## config.mk

```make
export PLATFORM = sky130hd
export DESIGN_NAME = rom_access_arbiter
export DESIGN_NICKNAME = d
export VERILOG_FILES = /design/src/rtl/rom_access_arbiter.sv
export SDC_FILE = /design/constraint.sdc
export NUM_CORES = 1
export LEC_CHECK = 0
export ABC_AREA = 1
export BUFFER_PORTS_ARGS = -buffer_cell sky130_fd_sc_hd__buf_2
export CORE_UTILIZATION = 44
export DETAILED_ROUTE_END_ITERATION = 12
export PLACE_DENSITY = 0.86
export REMOVE_ABC_BUFFERS = 1
export SLEW_MARGIN = 15
export SYNTH_ARGS = -nofsm -noshare
export SYNTH_HDL_FRONTEND = slang
export SYNTH_SLANG_ARGS = --single-unit
```

## constraint.sdc

```tcl
create_clock -name clock -period 4.8 [get_ports clock]
set_clock_uncertainty 0.15 [all_clocks]
set_input_delay 0.24 -clock clock [delete_from_list [all_inputs] [get_ports clock]]
set_output_delay 0.24 -clock clock [all_outputs]
set_load 0.02 [all_outputs]
```

## src/rtl/rom_access_arbiter.sv

```systemverilog
// Two-port round-robin arbiter in front of a single ROM: requester A (fetch)
// and B (load) share one fixed-latency read path.
module rom_access_arbiter #(
    parameter int unsigned WAIT_CYCLES = 2,
    parameter int unsigned ADDR_W      = 32,
    parameter int unsigned DATA_W      = 64
) (
    input  logic              clock,
    input  logic              reset,

    input  logic              a_req,
    input  logic [ADDR_W-1:0] a_addr,
    output logic              a_gnt,
    output logic              a_valid,
    output logic [DATA_W-1:0] a_data,

    input  logic              b_req,
    input  logic [ADDR_W-1:0] b_addr,
    output logic              b_gnt,
    output logic              b_valid,
    output logic [DATA_W-1:0] b_data,

    output logic [ADDR_W-1:0] rom_addr,
    output logic              rom_cs,
    output logic              rom_oe,
    input  logic [DATA_W-1:0] rom_data,

    output logic              busy
);

    typedef enum logic [1:0] {
        IDLE   = 2'd0,
        ACCESS = 2'd1,
        DONE   = 2'd2
    } state_t;

    localparam logic [3:0] CNT_LOAD = 4'(WAIT_CYCLES - 1);

    state_t              state_q, state_d;
    logic [3:0]          cnt_q, cnt_d;
    logic                owner_q, owner_d;   // 0 = A, 1 = B
    logic                ptr_q, ptr_d;       // preferred port on a tie
    logic                gnt_q, gnt_d;       // first ACCESS cycle marker
    logic [ADDR_W-1:0]   addr_q, addr_d;
    logic [DATA_W-1:0]   a_data_q, a_data_d;
    logic [DATA_W-1:0]   b_data_q, b_data_d;
    logic                sel;

    always_ff @(posedge clock or posedge reset) begin
        if (reset) begin
            state_q  <= IDLE;
            cnt_q    <= '0;
            owner_q  <= 1'b0;
            ptr_q    <= 1'b0;
            gnt_q    <= 1'b0;
            addr_q   <= '0;
            a_data_q <= '0;
            b_data_q <= '0;
        end else begin
            state_q  <= state_d;
            cnt_q    <= cnt_d;
            owner_q  <= owner_d;
            ptr_q    <= ptr_d;
            gnt_q    <= gnt_d;
            addr_q   <= addr_d;
            a_data_q <= a_data_d;
            b_data_q <= b_data_d;
        end
    end

    always_comb begin
        state_d  = state_q;
        cnt_d    = cnt_q;
        owner_d  = owner_q;
        ptr_d    = ptr_q;
        gnt_d    = 1'b0;
        addr_d   = addr_q;
        a_data_d = a_data_q;
        b_data_d = b_data_q;
        sel      = 1'b0;

        unique case (state_q)
            IDLE: begin
                if (a_req || b_req) begin
                    // A lone requester wins outright; a tie goes to the pointer.
                    // Either way the pointer then names the port that lost.
                    sel     = (a_req && b_req) ? ptr_q : b_req;
                    owner_d = sel;
                    ptr_d   = ~sel;
                    addr_d  = sel ? b_addr : a_addr;
                    cnt_d   = CNT_LOAD;
                    gnt_d   = 1'b1;
                    state_d = ACCESS;
                end
            end
            ACCESS: begin
                if (cnt_q == 4'd0) begin
                    if (owner_q) begin
                        b_data_d = rom_data;
                    end else begin
                        a_data_d = rom_data;
                    end
                    state_d = DONE;
                end else begin
                    cnt_d = cnt_q - 4'd1;
                end
            end
            DONE: begin
                state_d = IDLE;
            end
            default: begin
                state_d = IDLE;
            end
        endcase
    end

    assign rom_cs   = (state_q == ACCESS);
    assign rom_oe   = (state_q == ACCESS);
    assign rom_addr = (state_q == ACCESS) ? addr_q : '0;
    assign busy     = (state_q != IDLE);

    assign a_gnt    = gnt_q & ~owner_q;
    assign b_gnt    = gnt_q &  owner_q;
    assign a_valid  = (state_q == DONE) & ~owner_q;
    assign b_valid  = (state_q == DONE) &  owner_q;
    assign a_data   = a_data_q;
    assign b_data   = b_data_q;

endmodule

```

# After elaboration in Yosys (flattened, before gate mapping)

Cells that the tools add are included.

Flip-flop bits (word level): 169

$add $sub $neg: 1
Eq/ne operators: 5
Muxes and demuxes: 11
Bitwise logic cells: 6
Reductions and logical operators: 11

Operators with widths:

| operator                                                                 | number |
|---|---|
| 32-bit 2-to-1 mux                                                        | 2 |
| 3-bit AND reduction                                                      | 3 |
| 4-bit 2-to-1 mux                                                         | 2 |
| 4-bit one-hot mux with 2 select lines                                    | 1 |
| 1-bit bitwise AND                                                        | 4 |
| 4-bit zero test                                                          | 1 |
| 2-bit 2-to-1 mux                                                         | 2 |
| 2-bit inequality test (second input constant)                            | 2 |
| 2-bit one-hot mux with 2 select lines                                    | 1 |
| 2-bit AND reduction                                                      | 2 |
| 2-bit nonzero test                                                       | 2 |
| 4-bit by 1-bit subtractor with 4-bit output (second input constant)      | 1 |
| 1-bit 2-to-1 mux                                                         | 3 |
| 2-bit by 1-bit == test with 1-bit output (second input constant)         | 1 |
| 2-bit == test (second input constant)                                    | 1 |
| 2-bit zero test                                                          | 1 |
| 2-bit by 1-bit inequality test with 1-bit output (second input constant) | 1 |
| 1-bit NOT                                                                | 2 |
| 1-bit logical AND                                                        | 1 |
| 1-bit logical OR                                                         | 1 |

# Depth between registers and ports, before layout

Depth in word-level cells: 3
Mapped depth: 9
Mapped depth without buffers: 7

# Least setup slack after synthesis

No wires, ideal clock.

Path kind: register to output
From: register state_q[1]
To: output rom_addr[10]
Data arrival time: 1251 ps
Required time: 4410 ps
Slack: 3159 ps
Stages on the path, launching flop included: 5
Cell sequence: dfrtp_1 -> nor2_4 -> inv_2 -> buf_1 -> nor2_1

Longest elaborated chain between the ends: 2

Ends and longest elaborated chain:

| element                                  | RTL line | source |
|---|---|---|
| start, declared                          | 39       | `state_t state_q, state_d;` |
| start signal, assigned                   | 60       | `state_q <= state_d;` |
| 2-bit by 1-bit == test with 1-bit output | --       |  |
| named net rom_cs                         | 24       | `output logic rom_cs,` |
| 32-bit 2-to-1 mux                        | 119      | `assign rom_addr = (state_q == ACCESS) ? addr_q : '0;` |
| end, declared                            | 23       | `output logic [ADDR_W-1:0] rom_addr,` |

The timed path passes the listed nets, and every way through them passes these cells.

# Final worst setup path

From: register state_q[0]
To: register a_data_q[43], in the netlist a_data[43]

Longest elaborated chain between the ends: 2

Ends and longest elaborated chain:

| element                                  | RTL line | source |
|---|---|---|
| 2-bit by 1-bit == test with 1-bit output | 82       | `unique case (state_q)` |
| 3-bit AND reduction (no source line)     | --       |  |
| end signal, assigned                     | 66       | `a_data_q <= a_data_d;` |
| end, declared                            | 45       | `logic [DATA_W-1:0] a_data_q, a_data_d;` |

Every way passes these cells.
A chain may end at the register's enable or synchronous reset.

==> qor.yml <==
status: "complete, no violations"
cp_slowest_stage_delay_ns: 0.66
r2r_cells: 7
critPathKind: "reg -> reg"
hp-class: "in -> reg"
fill_cells: 1172
cpMaxStageDelayCell: "nand2_8"
root_buffer: "clkbuf_16"
regArea_um2: 4230
post_cts.repair.setup_buffers: 0
cts_buffer_depth: 2
drv_cap: 0
slew_headroom_pct: 34.1
cp.required_ns: 4.98
path_max_fanout: 128
cts_sinks: 169
grtUsageMet3_pct: 6.88
r2r-start: "state_q[0]$_DFFE_PP0P_"
clk_pin_slew_ns: 0.07
wirelength_mm: 22.2
rsz0062_at_grt: "no"
place_hpwl_mm: 12.7
die_w_um: 132
rows: 47
drt_pass1_iterations: 6
ant_nets: 0
initial_utilization_pct: 44.9
synth_seq_cells: 169
critical_path_buf_inv_count: 2
netlist_instances: 775
synth_cell_type_count: 21
dp.cells: 1255
htreeDepth: 4
grt.busiest_layer: "met2"
cts_inserted_buffers: 17
grt_use_met2_pct: 44.9
drive_above_1_share_pct: 38.5
core_um2: 16500
clk_latency_ns: 0.41
ios: 299
met1_usage_pct: 29.7
track_usage_pct: 25.9
crit_chain: "inv_2, nor2_4, inv_2, nor2_4, nand2_8, nand2_1, o21ai_2"
port_buffers: 298
hold_viol_final: 0
hold_ws_ns: 0.0566
fin_util_pct: 65.4
maxSlewViolCount: 0
max_clock_freq_mhz: 384
stdcell_count: 1416
power_leakage_nw: 5.87
synth_warnings: 0
cts_tree: "built"
vias_per_cell: 4.82
gr-total-overflow: 0
min_period_ns: 2.60
reg2reg_slack_ns: 2.20
hold_end: "gnt_q$_DFF_PP0_"
antenna_found_initial: 1
multi_input_area_um2: 2470
dieArea_um2: 17400
setup_viol: 0
timing.rr.end: "a_data[43]$_DFFE_PP0P_"
min_path_cells: 3
power_mw: 7.98
synth_area_per_cell_um2: 9.58
fin_crit_sh_pct: 54.2
syn2layout_area_growth_pct: 45.4
fp.dieH_um: 132
crit_arrival_ns: 2.78
drcViolationCount: 0
crit_path_end_kind: "flop"
layout.nets: 1317
hold_start: "a_req"
ys_seq_area_share_pct: 56.9
cts_resized: 0
syn_area_um2: 7430
tightest_slew_ns: 0.988
grt_pass1_vias: 7202
power_density_nw_per_um2: 739
avgRoutedWirePerCell_um: 15.7
grt_start_max_net_pins: 129
drt_iter0_drc: 503
grt_pass1_wl_mm: 35.5
via_count: 6830
worst_setup_path_start_kind: "flop"
irDropWorstVdd_uv: 466
gp_congestion: 0.811
path_delay_family: "simple AND/OR/NAND/NOR gates"
## cell families (layout without fill, tap and decap cells)
logic type      Yosys count  count (layout)  synth area share (%)
compound gates          135             135                  15.2
xor+xnor                  1               1                 0.118
fa+ha+maj                 2               2                 0.337
buf+inv                 149             569                  10.3
flops                   169             169                  56.9
other cells               0               1                     0
simple gates            319             319                  17.0
## worst max-delay path by stage
stage                                 startpoint                     end  slack [ns]  cells after the start
after floorplan                            reset   a_data[0]$_DFFE_PP0P_       -0.17                      1
after global placement    state_q[0]$_DFFE_PP0P_  b_data[51]$_DFFE_PP0P_        2.46                      7
after detailed placement  state_q[0]$_DFFE_PP0P_  b_data[42]$_DFFE_PP0P_        2.33                      7
after CTS                 state_q[1]$_DFFE_PP0P_  addr_q[15]$_DFFE_PP0P_        2.08                      6
after global routing      state_q[0]$_DFFE_PP0P_  b_data[16]$_DFFE_PP0P_        2.05                      7
final                     state_q[0]$_DFFE_PP0P_  a_data[43]$_DFFE_PP0P_        2.20                      7
## cells in the final DEF, fill, tap and decap left out
cell,instances
nand2_8,2
o21ai_0,4
clkinv_4,3
nor2_1,42
clkbuf_1,2
nor2_4,3
inv_6,2
inv_1,105
nand4_1,1
buf_2,298
inv_2,2
nor2_2,1
clkbuf_16,17
clkbuf_8,1
nor3_1,2
ha_1,2
nand2_1,234
xor2_1,1
buf_12,1
nand3_1,34
diode_2,1
o21ai_2,121
bufinv_16,3
clkinv_2,3
dlygate4sd3_1,129
clkinvlp_4,1
buf_4,2
o21ai_1,8
o21bai_1,2
dfrtp_1,169
## power breakdown
group | internal (mW) | switching (mW)
sequential | 2.15 | 0.417
clock | 0.832 | 0.565
combinational | 1.47 | 2.55
## tightest hold or removal path, stage by stage
cell and delay [ns]:
buf_2 0.12, nor2_1 0.11, nor2_1 0.09
## synthesized netlist by cell type
library cell	count	area share, %
nand3_1	34	2.3
inv_2	2	0.10
ha_1	2	0.34
nand4_1	1	0.084
nor3_1	2	0.13
clkbuf_1	6	0.30
o21ai_2	120	14
o21bai_1	2	0.20
nor2_4	2	0.30
nand2_2	2	0.17
o21ai_1	9	0.61
o21ai_0	4	0.27
buf_4	2	0.20
nand2_1	234	12
buf_6	26	3.9
nor2_1	44	2.2
buf_1	2	0.10
dfrtp_1	169	57
xor2_1	1	0.12
inv_1	106	5.4
buf_2	5	0.34
## metal layers
metal / part of all wire (%) / up-vias
met5: 0 / -
li1: - / 3211
met3: 7.7 / 55
met4: 4.0 / 0
met2: 50 / 365
met1: 39 / 3199
## metrics by stage
stage	setup TNS [ns]	instance area [um^2]	worst slack [ns]
2_1_floorplan	-27.90	7060	-0.165
3_3_place_gp	0	8910	2.46
3_5_place_dp	0	8910	2.33
4_1_cts	0	10800	2.08
5_1_grt	0	10800	2.05
6_report	0	10800	2.20
## state kept, by name, indices dropped and copies added, names as in the netlist
| register | cells |
|---|---|
| owner_q | 1 |
| a_data | 64 |
| ptr_q | 1 |
| addr_q | 32 |
| b_data | 64 |
| cnt_q | 4 |
| state_q | 2 |
| gnt_q | 1 |
## final cells by class
type / count / share of cell area (%)
clock inverters: 11 / 1.37
repair buffers: 430 / 26.1
clock buffers: 20 / 4.14
well taps: 220 / 2.55
flip-flops and latches: 169 / 39.2
multi-input cells: 457 / 22.9
diodes: 1 / 0.0232
inverters: 108 / 3.80
## what timing repair did
action	CTS	global route
hold buffers	129	0
endpoints found under the hold margin	238	0
setup endpoints to repair	0	0
(Power assumes the default switching activity.)
